$ cat config.mk
export PLATFORM = sky130hd
export DESIGN_NAME = rename_map_flat
export DESIGN_NICKNAME = d
export VERILOG_FILES = /design/src/rtl/rename_map_pkg.sv /design/src/rtl/rename_map_if.sv /design/src/rtl/rename_free_alloc.sv /design/src/rtl/rename_map.sv /design/src/flat_wrapper.sv
export SDC_FILE = /design/constraint.sdc
export NUM_CORES = 1
export LEC_CHECK = 0
export BUFFER_PORTS_ARGS = -buffer_cell sky130_fd_sc_hd__buf_2
export CAP_MARGIN = 40
export CORE_UTILIZATION = 42
export DETAILED_ROUTE_END_ITERATION = 8
export PLACE_DENSITY_LB_ADDON = 0.1
export SLEW_MARGIN = 15
export SYNTH_ARGS = -nofsm -noshare
export SYNTH_HDL_FRONTEND = slang
export SYNTH_SLANG_ARGS = --single-unit
$ cat constraint.sdc
create_clock -name clk_i -period 5.2 [get_ports clk_i]
set_input_delay 1.04 -clock clk_i [delete_from_list [all_inputs] [get_ports clk_i]]
set_output_delay 1.04 -clock clk_i [all_outputs]
set_load 0.05 [all_outputs]
$ cat src/rtl/rename_map_pkg.sv
// Shared types and defaults for the rename_map register-rename stage.
// Optional feature macro: RENAME_ZERO_REG_EN (architectural reg 0 hardwired to physical 0).
package rename_map_pkg;

  localparam int ARCH_REGS_DEF = 16;
  localparam int PHYS_REGS_DEF = 32;
  localparam int AW_DEF        = $clog2(ARCH_REGS_DEF);
  localparam int PW_DEF        = $clog2(PHYS_REGS_DEF);

`ifdef RENAME_ZERO_REG_EN
  localparam bit ZERO_REG_EN = 1'b1;
`else
  localparam bit ZERO_REG_EN = 1'b0;
`endif

  typedef logic [AW_DEF-1:0] arch_reg_t;
  typedef logic [PW_DEF-1:0] phys_reg_t;

  typedef struct packed {
    logic      wr;
    arch_reg_t rd;
    arch_reg_t rs1;
    arch_reg_t rs2;
  } rename_req_t;

  typedef struct packed {
    logic      wr;
    phys_reg_t prd;
    phys_reg_t old_prd;
    phys_reg_t prs1;
    phys_reg_t prs2;
  } renamed_t;

  localparam int RENAMED_INSTRUCTION_WIDTH = $bits(renamed_t);

  // True when the given architectural index is the hardwired zero register.
  function automatic logic is_hardwired(input logic [31:0] idx);
    return (idx == 32'd0) && ZERO_REG_EN;
  endfunction

endpackage

$ cat src/rtl/rename_map_if.sv
// Decode / issue / commit / flush signal bundle of the rename_map stage.
interface rename_map_if #(
  parameter int ARCH_REGS = rename_map_pkg::ARCH_REGS_DEF,
  parameter int PHYS_REGS = rename_map_pkg::PHYS_REGS_DEF
);
  localparam int AW = $clog2(ARCH_REGS);
  localparam int PW = $clog2(PHYS_REGS);

  logic          decoded_v_i;
  logic          dec_wr_i;
  logic [AW-1:0] dec_rd_i;
  logic [AW-1:0] dec_rs1_i;
  logic [AW-1:0] dec_rs2_i;
  logic          rename_decode_ready_o;
  logic          renamed_v_o;
  logic          ren_wr_o;
  logic [PW-1:0] ren_prd_o;
  logic [PW-1:0] ren_old_prd_o;
  logic [PW-1:0] ren_prs1_o;
  logic [PW-1:0] ren_prs2_o;
  logic          issue_rename_ready_i;
  logic          commit_v_i;
  logic          commit_wr_i;
  logic [AW-1:0] commit_rd_i;
  logic [PW-1:0] commit_prd_i;
  logic [PW-1:0] commit_old_prd_i;
  logic          mispredict_i;
  logic [PW:0]   free_count_o;

  modport master (
    output decoded_v_i, dec_wr_i, dec_rd_i, dec_rs1_i, dec_rs2_i,
    output issue_rename_ready_i, commit_v_i, commit_wr_i, commit_rd_i,
    output commit_prd_i, commit_old_prd_i, mispredict_i,
    input  rename_decode_ready_o, renamed_v_o, ren_wr_o, ren_prd_o,
    input  ren_old_prd_o, ren_prs1_o, ren_prs2_o, free_count_o
  );

  modport slave (
    input  decoded_v_i, dec_wr_i, dec_rd_i, dec_rs1_i, dec_rs2_i,
    input  issue_rename_ready_i, commit_v_i, commit_wr_i, commit_rd_i,
    input  commit_prd_i, commit_old_prd_i, mispredict_i,
    output rename_decode_ready_o, renamed_v_o, ren_wr_o, ren_prd_o,
    output ren_old_prd_o, ren_prs1_o, ren_prs2_o, free_count_o
  );
endinterface

$ cat src/rtl/rename_free_alloc.sv
// Lowest-set-bit priority encoder plus popcount over the free-list vector.
module rename_free_alloc #(
  parameter int N  = 32,
  parameter int IW = $clog2(N)
) (
  input  logic [N-1:0] vec,
  output logic [IW-1:0] idx,
  output logic          found,
  output logic [IW:0]   count
);

  // Scan high to low so the last hit is the lowest index.
  always_comb begin
    idx   = {IW{1'b0}};
    count = {(IW+1){1'b0}};
    for (int i = N - 1; i >= 0; i--) begin
      if (vec[i]) begin
        idx = IW'(i);
      end else begin
        idx = idx;
      end
      count = count + {{IW{1'b0}}, vec[i]};
    end
    found = |vec;
  end

endmodule

$ cat src/rtl/rename_map.sv
// Register-rename stage: speculative/architectural RATs, bit-vector free list, 1-cycle output.
// Optional feature macro: RENAME_ZERO_REG_EN (see rename_map_pkg::is_hardwired).
module rename_map
  import rename_map_pkg::*;
#(
  parameter int ARCH_REGS = ARCH_REGS_DEF,
  parameter int PHYS_REGS = PHYS_REGS_DEF
) (
  input logic         clk_i,
  input logic         reset_i,
  rename_map_if.slave bus
);

  localparam int AW = $clog2(ARCH_REGS);
  localparam int PW = $clog2(PHYS_REGS);

  typedef struct packed {
    logic          wr;
    logic [PW-1:0] prd;
    logic [PW-1:0] old_prd;
    logic [PW-1:0] prs1;
    logic [PW-1:0] prs2;
  } ren_fields_t;

  logic [PW-1:0]        spec_rat_r      [ARCH_REGS];
  logic [PW-1:0]        arch_rat_r      [ARCH_REGS];
  logic [PW-1:0]        spec_rat_next_s [ARCH_REGS];
  logic [PW-1:0]        arch_rat_next_s [ARCH_REGS];
  logic [PHYS_REGS-1:0] arch_alloc_r, arch_alloc_next_s;
  logic [PHYS_REGS-1:0] free_r, free_next_s;
  logic                 ren_valid_r;
  ren_fields_t          ren_r, ren_next_s;

  logic [PW-1:0] alloc_idx_s;
  logic          alloc_found_s;
  logic [PW:0]   free_cnt_s;
  logic          ready_s, fire_s, alloc_s, commit_en_s;

  rename_free_alloc #(.N(PHYS_REGS), .IW(PW)) u_free_alloc (
    .vec   (free_r),
    .idx   (alloc_idx_s),
    .found (alloc_found_s),
    .count (free_cnt_s)
  );

  // Handshake and the fields of the instruction being renamed this cycle.
  always_comb begin
    ready_s     = (!ren_valid_r || bus.issue_rename_ready_i) && alloc_found_s && !bus.mispredict_i;
    fire_s      = bus.decoded_v_i && ready_s;
    alloc_s     = fire_s && bus.dec_wr_i && !is_hardwired(32'(bus.dec_rd_i));
    commit_en_s = bus.commit_v_i && bus.commit_wr_i && !is_hardwired(32'(bus.commit_rd_i));

    ren_next_s.wr      = bus.dec_wr_i && !is_hardwired(32'(bus.dec_rd_i));
    ren_next_s.prd     = alloc_s ? alloc_idx_s : {PW{1'b0}};
    ren_next_s.old_prd = alloc_s ? spec_rat_r[bus.dec_rd_i] : {PW{1'b0}};
    ren_next_s.prs1    = is_hardwired(32'(bus.dec_rs1_i)) ? {PW{1'b0}} : spec_rat_r[bus.dec_rs1_i];
    ren_next_s.prs2    = is_hardwired(32'(bus.dec_rs2_i)) ? {PW{1'b0}} : spec_rat_r[bus.dec_rs2_i];
  end

  // Next committed state; a flush restores from this so same-cycle commits are kept.
  always_comb begin
    arch_rat_next_s   = arch_rat_r;
    arch_alloc_next_s = arch_alloc_r;
    if (commit_en_s) begin
      arch_rat_next_s[bus.commit_rd_i]        = bus.commit_prd_i;
      arch_alloc_next_s[bus.commit_old_prd_i] = 1'b0;
      arch_alloc_next_s[bus.commit_prd_i]     = 1'b1;
    end else begin
      arch_alloc_next_s = arch_alloc_r;
    end
  end

  // Next speculative state; mispredict wins over any allocation.
  always_comb begin
    spec_rat_next_s = spec_rat_r;
    free_next_s     = free_r;
    if (bus.mispredict_i) begin
      spec_rat_next_s = arch_rat_next_s;
      free_next_s     = ~arch_alloc_next_s;
    end else begin
      if (alloc_s) begin
        spec_rat_next_s[bus.dec_rd_i] = alloc_idx_s;
        free_next_s[alloc_idx_s]      = 1'b0;
      end else begin
        spec_rat_next_s = spec_rat_r;
      end
      if (commit_en_s) begin
        free_next_s[bus.commit_old_prd_i] = 1'b1;
      end else begin
        free_next_s = free_next_s;
      end
    end
    free_next_s[0] = free_next_s[0] && !is_hardwired(32'd0);
  end

  // Rename tables and free list.
  always_ff @(posedge clk_i) begin
    if (reset_i) begin
      for (int i = 0; i < ARCH_REGS; i++) begin
        spec_rat_r[i] <= PW'(i);
        arch_rat_r[i] <= PW'(i);
      end
      arch_alloc_r <= {{(PHYS_REGS-ARCH_REGS){1'b0}}, {ARCH_REGS{1'b1}}};
      free_r       <= {{(PHYS_REGS-ARCH_REGS){1'b1}}, {ARCH_REGS{1'b0}}};
    end else begin
      spec_rat_r   <= spec_rat_next_s;
      arch_rat_r   <= arch_rat_next_s;
      arch_alloc_r <= arch_alloc_next_s;
      free_r       <= free_next_s;
    end
  end

  // Output register: loads on fire, holds while issue stalls.
  always_ff @(posedge clk_i) begin
    if (reset_i) begin
      ren_valid_r <= 1'b0;
      ren_r       <= {$bits(ren_fields_t){1'b0}};
    end else if (bus.mispredict_i) begin
      ren_valid_r <= 1'b0;
    end else if (fire_s) begin
      ren_valid_r <= 1'b1;
      ren_r       <= ren_next_s;
    end else if (bus.issue_rename_ready_i) begin
      ren_valid_r <= 1'b0;
    end else begin
      ren_valid_r <= ren_valid_r;
    end
  end

  assign bus.rename_decode_ready_o = ready_s;
  assign bus.renamed_v_o           = ren_valid_r;
  assign bus.ren_wr_o              = ren_r.wr;
  assign bus.ren_prd_o             = ren_r.prd;
  assign bus.ren_old_prd_o         = ren_r.old_prd;
  assign bus.ren_prs1_o            = ren_r.prs1;
  assign bus.ren_prs2_o            = ren_r.prs2;
  assign bus.free_count_o          = free_cnt_s;

endmodule

$ cat src/flat_wrapper.sv
// flat-port wrapper written by rule: the top's interface ports become plain ports
module rename_map_flat import rename_map_pkg::*;
#(
  parameter int ARCH_REGS = ARCH_REGS_DEF,
  parameter int PHYS_REGS = PHYS_REGS_DEF
)
  (clk_i, reset_i, bus_decoded_v_i, bus_dec_wr_i, bus_dec_rd_i, bus_dec_rs1_i, bus_dec_rs2_i, bus_issue_rename_ready_i, bus_commit_v_i, bus_commit_wr_i, bus_commit_rd_i, bus_commit_prd_i, bus_commit_old_prd_i, bus_mispredict_i, bus_rename_decode_ready_o, bus_renamed_v_o, bus_ren_wr_o, bus_ren_prd_o, bus_ren_old_prd_o, bus_ren_prs1_o, bus_ren_prs2_o, bus_free_count_o);
  rename_map_if #(.ARCH_REGS(ARCH_REGS), .PHYS_REGS(PHYS_REGS)) bus_i ();
  input logic clk_i;
  input logic reset_i;
  input wire logic [$bits(bus_i.decoded_v_i)-1:0] bus_decoded_v_i;
  input wire logic [$bits(bus_i.dec_wr_i)-1:0] bus_dec_wr_i;
  input wire logic [$bits(bus_i.dec_rd_i)-1:0] bus_dec_rd_i;
  input wire logic [$bits(bus_i.dec_rs1_i)-1:0] bus_dec_rs1_i;
  input wire logic [$bits(bus_i.dec_rs2_i)-1:0] bus_dec_rs2_i;
  input wire logic [$bits(bus_i.issue_rename_ready_i)-1:0] bus_issue_rename_ready_i;
  input wire logic [$bits(bus_i.commit_v_i)-1:0] bus_commit_v_i;
  input wire logic [$bits(bus_i.commit_wr_i)-1:0] bus_commit_wr_i;
  input wire logic [$bits(bus_i.commit_rd_i)-1:0] bus_commit_rd_i;
  input wire logic [$bits(bus_i.commit_prd_i)-1:0] bus_commit_prd_i;
  input wire logic [$bits(bus_i.commit_old_prd_i)-1:0] bus_commit_old_prd_i;
  input wire logic [$bits(bus_i.mispredict_i)-1:0] bus_mispredict_i;
  output wire logic [$bits(bus_i.rename_decode_ready_o)-1:0] bus_rename_decode_ready_o;
  output wire logic [$bits(bus_i.renamed_v_o)-1:0] bus_renamed_v_o;
  output wire logic [$bits(bus_i.ren_wr_o)-1:0] bus_ren_wr_o;
  output wire logic [$bits(bus_i.ren_prd_o)-1:0] bus_ren_prd_o;
  output wire logic [$bits(bus_i.ren_old_prd_o)-1:0] bus_ren_old_prd_o;
  output wire logic [$bits(bus_i.ren_prs1_o)-1:0] bus_ren_prs1_o;
  output wire logic [$bits(bus_i.ren_prs2_o)-1:0] bus_ren_prs2_o;
  output wire logic [$bits(bus_i.free_count_o)-1:0] bus_free_count_o;
  assign bus_i.decoded_v_i = bus_decoded_v_i;
  assign bus_i.dec_wr_i = bus_dec_wr_i;
  assign bus_i.dec_rd_i = bus_dec_rd_i;
  assign bus_i.dec_rs1_i = bus_dec_rs1_i;
  assign bus_i.dec_rs2_i = bus_dec_rs2_i;
  assign bus_i.issue_rename_ready_i = bus_issue_rename_ready_i;
  assign bus_i.commit_v_i = bus_commit_v_i;
  assign bus_i.commit_wr_i = bus_commit_wr_i;
  assign bus_i.commit_rd_i = bus_commit_rd_i;
  assign bus_i.commit_prd_i = bus_commit_prd_i;
  assign bus_i.commit_old_prd_i = bus_commit_old_prd_i;
  assign bus_i.mispredict_i = bus_mispredict_i;
  assign bus_rename_decode_ready_o = bus_i.rename_decode_ready_o;
  assign bus_renamed_v_o = bus_i.renamed_v_o;
  assign bus_ren_wr_o = bus_i.ren_wr_o;
  assign bus_ren_prd_o = bus_i.ren_prd_o;
  assign bus_ren_old_prd_o = bus_i.ren_old_prd_o;
  assign bus_ren_prs1_o = bus_i.ren_prs1_o;
  assign bus_ren_prs2_o = bus_i.ren_prs2_o;
  assign bus_free_count_o = bus_i.free_count_o;
  rename_map #(.ARCH_REGS(ARCH_REGS), .PHYS_REGS(PHYS_REGS)) u_core (.clk_i(clk_i), .reset_i(reset_i), .bus(bus_i));
endmodule
==> results.tsv, run 1 <==
metric	value	unit
power.switching	2040	uW
synth.area.top_cells	dfxtp_1 (37%), mux4_2 (13%), nor2_1 (5.0%)	
synth_largest_area_cell	dfxtp_1	
synth_compound_area_share	18.5	%
power_density	407	nW/um^2
outcome	finished, violations left	
rsz0062_at_grt	true	
slowest_delay	0.55	ns
finalClockSkew	0.00958	ns
antenna_cells	0	
grt_usage	28.5	%
io_pins	63	
leakage	0.00570	uW
antenna_found_initial	1	
synth-simple-area-share	17.0	%
synth_common_cells	dfxtp_1 (246), nor2_1 (175), nand2_1 (101), mux4_2 (75), clkbuf_1 (68)	
relSlewSlack	42.6	%
power.share.clock	35.9	%
seqPwrFrac	31.9	%
cts_hold_buffers	0	
critPathCaptureType	output port	
synth_most_common_cell	dfxtp_1	
worst-path-max-fanout	2	
crit_family	adder cells	
synthXorXnorAreaFrac	0.199	%
ys_async_sr_fraction	0	%
min_path_type	reg2reg	
gp_congestion	0.924	
layout_setup_ws	-1.01	ns
drt_first_pass_iters	7	
finalCritPeriodShare	120	%
failed_checks	DRC, setup timing	
numCtsBuffers	30	
post_drt_wl_per_cell	25.2	um
die_width	179	um
dr_total_vias	11200	
cp_slowest_cell	fa_2	
synth_fa_ha_area_share	4.40	%
ir_drop	609	uV
tritoncts	built	
worst_hold_path.num_cells	2	
io_buffers	62	
cts_sinks	246	
design.die.area	32100	um^2
ant_nets	0	
grt_max_degree	58	
min_from	u_core.bus.ren_prd_o[0]$_SDFFE_PP0P_	
drive_gt1_share	22.9	%
drtIter0Drc	1317	
synth_cell_types	89	
clk_pin_slew	0.06	ns
crit_chain	inv_2 -> fa_1 -> fa_1 -> inv_1 -> fa_1 -> inv_2 -> fa_2 -> fa_1 -> fa_2 -> inv_2 -> ha_4 -> inv_2 -> fa_2 -> inv_1 -> a21o_1 -> a21oi_4 -> xnor2_4 -> buf_6	
remaining_drc_errors	4	
dp_hpwl	32400	um
htree_levels	1	
p_int	4140	uW
tightest_slew	0.856	ns
start_util	42.9	%
fin_util	49.3	%
worst-path-buf-inv	7	
cts.path.max_buffers	3	
switching_share	33.0	%
syn_avg_cell_area	9.84	um^2
r2r-end	u_core.spec_rat_r[1]$_SDFFE_PP1P_	
synthCells	1340	
synth_top_area_share	37.3	%
core	30700	um^2
synth-main-ff-cell	dfxtp_1	
period_needed	6.21	ns
cp_data_required_time	4.16	ns
timing.fmax	161	MHz
drv_slew	0	
reg2reg_depth	8	
grt_pass1_vias	10600	
crit-reg2reg-launch	u_core.free_r[26]$_SDFF_PP1_	
routed_wl	45300	um
final-setup-viol-count	6	
whs_endpoint	u_core.bus.ren_prd_o[0]$_SDFFE_PP0P_	
rows	64	
hold_viol	0	
pwr-share-comb	32.2	%
fin_nets	1450	
total_power	6180	uW
syn_area	13200	um^2
critPathKind	reg2out	
synth.area.mux_share	17.9	%
r2r_setup_slack	2.08	ns
grt_overflow	0	
startpoint_type	register	
synth.ff_latch_count	246	
synth-edff-count	0	
cts_root_buf	clkbuf_16	
dp_slack	-0.574	ns
vias_per_cell	6.25	
synth_top_family_by_area	compound AO/OA/AOI/OAI gates	
yosys_warnings	0	
syn2layout_area_growth	15.0	%
dieHeight	179	um
syn_nets	1406	
cp.arrival	5.17	ns
grt_pass1_wl	68000	um
maxCapViolCount	0	
clock_latency	0.55	ns
seq_area_frac_synth	37.3	%
sequential cells by signal, summed over array words and instances, names as in the netlist:
register,cells
u_core.bus.ren_prd_o,5
u_core.bus.ren_prs1_o,5
u_core.bus.ren_prs2_o,5
u_core.arch_rat_r,80
u_core.arch_alloc_r,32
u_core.free_r,32
u_core.bus.ren_old_prd_o,5
u_core.spec_rat_r,80
u_core.bus.ren_wr_o,1
u_core.bus.renamed_v_o,1
power groups by stage:
stage                     logic, uW  registers (uW)  clock network [uW]
final                          1990            1970                2220
after CTS                      1920            1970                2250
after floorplan                1270            2020                   0
after global placement         1720            2010                   0
after global routing           2120            1980                2330
after detailed placement       1730            2010                   0
tightest hold or removal path, delay by kind of cell, from the launching register on:
family / cells / cell delay (ns)
DFF: 1 / 0.30
and+or+nand+nor: 1 / 0.05
AOI/OAI and AO/OA: 1 / 0.05
worst max path at each step:
stage	start	to	cells past startpoint
5_1_grt	u_core.free_r[25]$_SDFF_PP1_	bus_free_count_o[4]	18
6_report	u_core.free_r[25]$_SDFF_PP1_	bus_free_count_o[4]	18
3_5_place_dp	u_core.free_r[15]$_SDFF_PP0_	bus_free_count_o[4]	16
2_1_floorplan	u_core.free_r[9]$_SDFF_PP0_	bus_free_count_o[4]	15
3_3_place_gp	u_core.free_r[25]$_SDFF_PP1_	bus_free_count_o[4]	18
4_1_cts	u_core.free_r[25]$_SDFF_PP1_	bus_free_count_o[4]	18
logic make-up after synthesis:
logic type,count (synthesis)
adder cells (fa/ha/maj),32
AO/OA/AOI/OAI,321
XOR/XNOR,3
multiplexers,142
AND/OR/NAND/NOR,451
flip-flops,246
buffers and inverters,145
layout make-up:
type / instances / area, um^2
Sequential cell: 246 / 4940
Clock inverter: 12 / 170
Clock buffer: 40 / 881
Timing Repair Buffer: 117 / 788
Tap cell: 396 / 495
Multi-Input combinational cell: 949 / 7730
Fill cell: 2886 / 15600
Inverter: 40 / 150
timing repair:
item | CTS | global route
endpoints found under the hold margin | 0 | 0
pin swaps | 4 | 5
endpoints found under the setup margin | 6 | 6
buffers inserted | 0 | 2
gates resized for setup | 16 | 4
cells in the final DEF, fill, tap and decap left out, drive strengths merged, types with 30 or more instances in the layout:
master and count:
a21oi 51, a221o 30, a22oi 57, buf 117
clkbuf 40, dfxtp 246, inv 39, mux2i 64
mux4 75, nand2 102, nand3 33, nor2 175
nor3 43, o21ai 57
metrics by stage:
stage | setup TNS [ns] | cells | cell area, um^2 | hold WS, ns
6_report | -4.81 | 1800 | 15200 | 0.451
5_1_grt | -5.65 | 1800 | 15200 | 0.475
4_1_cts | -4.82 | 1798 | 15100 | 0.454
3_5_place_dp | -1.93 | 1746 | 14000 | 0.447
3_3_place_gp | -1.77 | 1743 | 14000 | 0.443
2_1_floorplan | -1.29 | 1340 | 13300 | 0.433
routing by layer:
metal | up-vias | GRT usage (%) | share of wire, %
met5 | - | 0 | 0
met3 | 75 | 6.79 | 9.2
met1 | 5529 | 42.9 | 47
met4 | 0 | 7.63 | 2.6
li1 | 5092 | - | -
met2 | 550 | 40.3 | 41
(Power assumes the default switching activity.)
==> inputs of run 2 (changes only) <==
- CORE_UTILIZATION: 42 -> 56
- PLACE_DENSITY: default -> 0.74
- PLACE_DENSITY_LB_ADDON: 0.1 -> default
- SYNTH_HIERARCHICAL: default -> 1
==> run 2 against run 1 <==
Net effect: sequential cell count unchanged; sequential power about the same; global-route usage increased by 7.2 points; count of clock-buffer cells in the layout decreased by 3; critical path depth decreased by 3; final cell count decreased by 3.9%; the flow finishes with violations (setup timing); non-clock buffer count increased by 2; cell area increased by 1.5%; routed wire length decreased by 2.1%; worst hold slack got worse by 0.0036 ns.
==> results.tsv, run 2 <==
metric	value	unit	change
yosys_warnings	6		+6
io_buffers	62		unchanged
hold_ws	0.447	ns	-0.00356 ns
numCtsBuffers	27		-10%
r2r_setup_slack	1.75	ns	-0.33 ns
dp_slack	-0.956	ns	-0.381 ns
rows	56		-13%
clock_latency	0.54	ns	about the same
drv_slew	0		unchanged
synthCells	1377		+2.8%
cts_hold_buffers	0		unchanged
synth.area.top_cells	dfxtp_1 (36%), mux4_2 (8.4%), mux2i_1 (8.3%)		
grt_pass1_vias	11700		+10%
cp.arrival	5.60	ns	+0.43 ns
antenna_found_initial	0		-1
synth_largest_area_cell	dfxtp_1		
outcome	finished, violations left		
grt_overflow	0		unchanged
power_density	441	nW/um^2	+8.4%
vias_per_cell	7.06		+13%
startpoint_type	register		
syn_nets	1450		+3.1%
rsz0062_at_grt	true		
synth.ff_latch_count	246		unchanged
finalCritPeriodShare	128	%	+8.1 points
remaining_drc_errors	0		-4
hold_viol	0		unchanged
syn2layout_area_growth	12.0	%	
synth_cell_types	76		-15%
tightest_slew	0.952	ns	+0.0956 ns
core	23800	um^2	-23%
drt_first_pass_iters	6		-1
tritoncts	built		
min_from	u_core/bus.ren_prd_o[3]$_SDFFE_PP0P_		
min_path_type	reg2reg		
final_common_cell	dfxtp_1		
timing.fmax	151	MHz	-6.4%
design.die.area	25200	um^2	-22%
place_area	14400	um^2	+2.9%
synth-main-ff-cell	dfxtp_1		
period_needed	6.64	ns	+0.423 ns
die_width	159	um	-12%
finalClockSkew	0.0173	ns	+0.00774 ns
critPathCaptureType	output port		
io_pins	63		unchanged
syn_avg_cell_area	9.97	um^2	+1.3%
dieHeight	159	um	-12%
dp_hpwl	31000	um	-4.1%
antenna_cells	0		unchanged
cts_sinks	246		unchanged
layout_setup_ws	-1.44	ns	-0.423 ns
crit_start	u_core/free_r[31]$_SDFF_PP1_		
cp_data_required_time	4.16	ns	about the same
fin_area	15400	um^2	+1.5%
final-setup-viol-count	6		unchanged
start_util	57.8	%	+15 points
synth_common_cells	dfxtp_1 (246), mux2i_1 (114), clkbuf_1 (92), nor2_1 (74), a21oi_1 (72)		
htree_levels	1		unchanged
failed_checks	setup timing		
cts.path.max_buffers	3		unchanged
synth-edff-count	0		unchanged
layout_common_cells	dfxtp_1 (243), mux2i_1 (114), nor2_1 (73), a21oi_1 (67), inv_1 (59)		
dr_total_vias	12200		+8.6%
leakage	0.00550	uW	-3.4%
ys_async_sr_fraction	0	%	unchanged
drtIter0Drc	1800		+37%
critPathKind	reg2out		
reg_top3	u_core/arch_rat_r (80), u_core/spec_rat_r (80)		
relSlewSlack	36.3	%	-6.3 points
synth_top_area_share	35.9	%	-1.5 points
ir_drop	1910	uV	+210%
worst-path-max-fanout	2		unchanged
synth_most_common_cell	dfxtp_1		
fin_nets	1469		+1.3%
grt_usage	35.7	%	+7.2 points
gp_congestion	0.980		+6.0%
clk_pin_slew	0.06	ns	about the same
seq_area_frac_synth	35.9	%	-1.5 points
maxCapViolCount	0		unchanged
grt_pass1_wl	68400	um	+0.52%
cts_root_buf	clkbuf_16		
fin_util	64.8	%	+15 points
ant_nets	0		unchanged
crit-reg2reg-launch	u_core/free_r[24]$_SDFF_PP1_		
post_drt_wl_per_cell	25.6	um	+1.9%
routed_wl	44300	um	-2.1%
grt_max_degree	86		+48%
syn_area	13700	um^2	+4.1%
drive_gt1_share	18.9	%	-4.0 points
## run 2: cell types whose count changed in the layout (fill, tap and decap cells not counted), sizes merged, moves of 20 or more
| cell | before | now |
|---|---|---|
| a22oi | 57 | 12 |
| a211oi | 5 | 39 |
| inv | 39 | 59 |
| mux2i | 64 | 114 |
| nor3 | 43 | 20 |
| a21oi | 51 | 72 |
| nor2 | 175 | 75 |
| a31oi | 27 | 5 |
| nand2 | 102 | 48 |
| mux4 | 75 | 51 |
| o2bb2ai | 0 | 45 |
## run 2: cell families after synthesis
kind of cell	count (synthesis)	synth area share, %
DFF	246	35.9
adders and majority gates	39	4.92
muxes	168	16.9
AOI/OAI and AO/OA	375	20.0
and+or+nand+nor	356	16.3
xor gates and xnor gates	3	0.191
buffers and inverters	190	5.82
## run 2: stage by stage
stage | setup TNS [ns] | std cells | power [uW]
global placement | -3.49 | 1679 | 4570
CTS | -6.72 | 1727 | 6710
global route | -7.88 | 1730 | 7070
detailed placement | -3.71 | 1681 | 4650
floorplan | -2.76 | 1377 | 3950
finish | -7.10 | 1730 | 6790
## run 2: path summary, 6_finish.rpt
check	end	depth (start not counted)
worst max-delay path	bus_free_count_o[4]	15
worst min-delay path	u_core/bus.ren_prd_o[3]$_SDFFE_PP0P_	2
worst max register to register	u_core/free_r[14]$_SDFF_PP0_	10
worst min register to register	u_core/bus.ren_prd_o[3]$_SDFFE_PP0P_	2
## run 2: cell type report
type	instances	area [um^2]
Clock inverter	7	66.3
Inverter	61	229
Tap cell	319	399
Multi-Input combinational cell	941	8160
Timing Repair Buffer	119	835
Clock buffer	37	763
Sequential cell	246	4930
Fill cell	1897	8370
## run 2: per-layer routing
metal / up-vias / wire length [um] / global-route usage (%)
met4: 0 / 1690 / 13.4
met3: 145 / 5230 / 7.62
met1: 5942 / 18400 / 51.1
li1: 5327 / - / -
met5: - / 0 / 0
met2: 799 / 19100 / 52.6
## run 2: critical path, stage by stage (launching register included)
cell and delay, ns:
dfxtp_2 0.33, fa_1 0.58, ha_4 0.21, fa_1 0.50, inv_1 0.05, fa_1 0.45
fa_1 0.51, fa_1 0.43, fa_1 0.49, inv_1 0.05, fa_2 0.36, fa_2 0.38
a21o_1 0.21, a21oi_4 0.21, xnor2_4 0.13, buf_6 0.17
## run 2: where the power goes
part	internal [uW]	switching, uW	total [uW]	leakage (uW)
sequential	1930	52.2	1990	0.00200
combinational	1300	1680	2980	0.00309
clock	1060	764	1830	0.000409
## run 2: repair_timing
item | in CTS | in global routing
pin swaps | 2 | 7
resized for setup | 11 | 3
setup buffers | 2 | 2
setup endpoints to repair | 6 | 6
==> inputs of run 3 (changes only) <==
- SYNTH_HIERARCHICAL: 1 -> default
==> run 3 against run 2 <==
Net effect: the flow still finishes with violations (setup timing); cell area fell by 3.3%; critical path type unchanged; via count is 3.9% lower; clock skew down 0.0066 ns; largest cell class unchanged; non-clock buffer count decreased by 4.
==> results.tsv, run 3 (same netlist as run 1, synthesis figures left out) <==
metric	value	unit	change
start_util	57.7	%	-0.090 points
power_density	394	nW/um^2	-11%
dp.cells	1661		-1.2%
layout_common_cells	dfxtp_1 (234), nor2_1 (175), nand2_1 (101), mux4_2 (75), mux2i_1 (64)		
drv_slew	0		unchanged
gp_congestion	1.01		+2.6%
cts.path.max_buffers	3		unchanged
finalClockSkew	0.0107	ns	-0.00664 ns
crit_start	u_core.free_r[25]$_SDFF_PP1_		
remaining_drc_errors	0		unchanged
period_needed	6.24	ns	-0.393 ns
crit_family	adder cells		
nFillCells	1852		-2.4%
grt_max_degree	79		-8.1%
tritoncts	built		
drtIter0Drc	1907		+5.9%
grt_overflow	0		unchanged
syn2layout_area_growth	12.8	%	
reg_top3	u_core.arch_rat_r (80), u_core.spec_rat_r (80)		
leakage	0.00563	uW	+2.2%
worst_hold_path.num_cells	2		unchanged
cts_hold_buffers	0		unchanged
clock_latency	0.53	ns	about the same
crit_cells	18		+3
relSlewSlack	39.2	%	+2.9 points
drt_first_pass_iters	8		+2
post_drt_wl_per_cell	24.7	um	-3.6%
io_pins	63		unchanged
fin_nets	1444		-1.7%
core	22800	um^2	-3.8%
worst-path-buf-inv	7		+4
routed_wl	42300	um	-4.6%
io_buffers	62		unchanged
cts_sinks	246		unchanged
cp_data_required_time	4.16	ns	about the same
dieHeight	155	um	-2.0%
hold_viol	0		unchanged
worst-path-max-fanout	2		unchanged
r2r-end	u_core.spec_rat_r[63]$_SDFFE_PP0P_		
dr_total_vias	11700		-3.9%
vias_per_cell	6.86		-2.8%
cp.arrival	5.20	ns	-0.40 ns
fin_util	65.1	%	+0.34 points
grt_usage	35.6	%	-0.15 points
cp_common_cell	fa_1		
ant_nets	0		unchanged
grt_pass1_wl	65600	um	-4.1%
rows	55		-1.8%
grt_pass1_vias	11000		-5.9%
cts_root_buf	clkbuf_16		
final_common_cell	dfxtp_1		
critPathKind	reg2out		
htree_levels	1		unchanged
final-setup-viol-count	6		unchanged
die_width	155	um	-2.0%
cp_slowest_cell	fa_2		
maxCapViolCount	0		unchanged
crit_chain	inv_2 -> fa_1 -> fa_1 -> inv_1 -> fa_1 -> inv_1 -> fa_2 -> fa_1 -> fa_2 -> inv_2 -> ha_4 -> inv_2 -> fa_2 -> inv_1 -> a21o_1 -> a21oi_4 -> xnor2_4 -> buf_6		
dp_slack	-0.641	ns	+0.315 ns
total_power	5860	uW	-14%
tightest_slew	0.905	ns	-0.0473 ns
ir_drop	828	uV	-57%
design.die.area	24200	um^2	-3.9%
endpoint	bus_free_count_o[4]		
failed_checks	setup timing		
stdcell_count	1711		-1.1%
antenna_cells	0		unchanged
clk_pin_slew	0.06	ns	about the same
reg2reg_depth	9		-1
drive_gt1_share	22.5	%	+3.5 points
startpoint_type	register		
r2r_setup_slack	2.06	ns	+0.31 ns
finalCritPeriodShare	120	%	-7.6 points
timing.fmax	160	MHz	+6.3%
antenna_found_initial	0		unchanged
layout_setup_ws	-1.04	ns	+0.393 ns
slowest_delay	0.54	ns	-0.04 ns
numCtsBuffers	26		-3.7%
rsz0062_at_grt	true		
crit-reg2reg-launch	u_core.free_r[25]$_SDFF_PP1_		
setup-tns-final	-4.68	ns	+2.42 ns
critPathCaptureType	output port		
min_path_type	reg2reg		
dp_hpwl	29900	um	-3.6%
outcome	finished, violations left		
==> run 3: cell types whose count changed in the layout (fill, tap and decap cells not counted), moves of 24 or more <==
cell | before | now
a22oi_1 | 12 | 57
nor2_1 | 73 | 175
mux4_2 | 51 | 75
inv_1 | 59 | 33
o2bb2ai_1 | 45 | 0
mux2i_1 | 114 | 64
a211oi_1 | 39 | 4
nand2_1 | 47 | 101
==> run 3: where the power goes <==
group	leakage [uW]	switching, uW	total [uW]	internal (uW)
logic	0.00318	1150	1970	818
registers	0.00200	44.3	1970	1930
clock network	0.000448	778	1920	1150
total	0.00563	1970	5860	3890
==> run 3: final cells by class <==
| type | count | area, um^2 | share of cell area, % |
|---|---|---|---|
| inverters | 40 | 150 | 1.01 |
| flip-flops and latches | 246 | 4940 | 33.2 |
| repair buffers | 115 | 763 | 5.13 |
| clock buffers | 38 | 787 | 5.29 |
| multi-input cells | 949 | 7730 | 52.0 |
| well taps | 313 | 392 | 2.63 |
| clock inverters | 10 | 104 | 0.698 |
==> run 3: per-layer routing <==
metal | wire length, um | up-vias | global-route usage, %
met4 | 1560 | 0 | 12.1
met2 | 17400 | 851 | 49.9
met5 | 0 | - | 0
li1 | - | 5102 | -
met1 | 17700 | 5658 | 53.0
met3 | 5640 | 127 | 8.94
==> run 3: stage by stage <==
step           hold slack [ns]  instance area (um^2)
2_1_floorplan            0.433                 13300
3_3_place_gp             0.440                 13900
3_5_place_dp             0.443                 13900
4_1_cts                  0.451                 14900
5_1_grt                  0.476                 14900
6_report                 0.448                 14900
==> run 3: timing repair <==
action,in CTS,in global routing
setup endpoints to repair,6,6
gates resized for setup,19,0
buffers inserted,2,0
pin swaps,4,1
==> run 3: how the worst min path moves through the flow <==
| stage | from | endpoint | slack, ns |
|---|---|---|---|
| 2_1_floorplan | u_core.arch_rat_r[18]$_SDFF_PP1_ | u_core.arch_rat_r[18]$_SDFF_PP1_ | 0.43 |
| 3_3_place_gp | u_core.bus.ren_prd_o[0]$_SDFFE_PP0P_ | u_core.bus.ren_prd_o[0]$_SDFFE_PP0P_ | 0.44 |
| 3_5_place_dp | u_core.bus.ren_prd_o[0]$_SDFFE_PP0P_ | u_core.bus.ren_prd_o[0]$_SDFFE_PP0P_ | 0.44 |
| 4_1_cts | u_core.bus.ren_prd_o[0]$_SDFFE_PP0P_ | u_core.bus.ren_prd_o[0]$_SDFFE_PP0P_ | 0.45 |
| 5_1_grt | u_core.bus.ren_prd_o[0]$_SDFFE_PP0P_ | u_core.bus.ren_prd_o[0]$_SDFFE_PP0P_ | 0.48 |
| 6_report | u_core.bus.ren_prd_o[0]$_SDFFE_PP0P_ | u_core.bus.ren_prd_o[0]$_SDFFE_PP0P_ | 0.45 |
==> run 3: worst register-to-register path: stages (launching register included) <==
cell	delay (ns)
dfxtp_2	0.32
buf_4	0.12
buf_4	0.13
nor4_1	0.53
nand4_1	0.29
o31a_2	0.45
buf_4	0.30
a31oi_1	0.60
a221o_1	0.24
and2_1	0.11
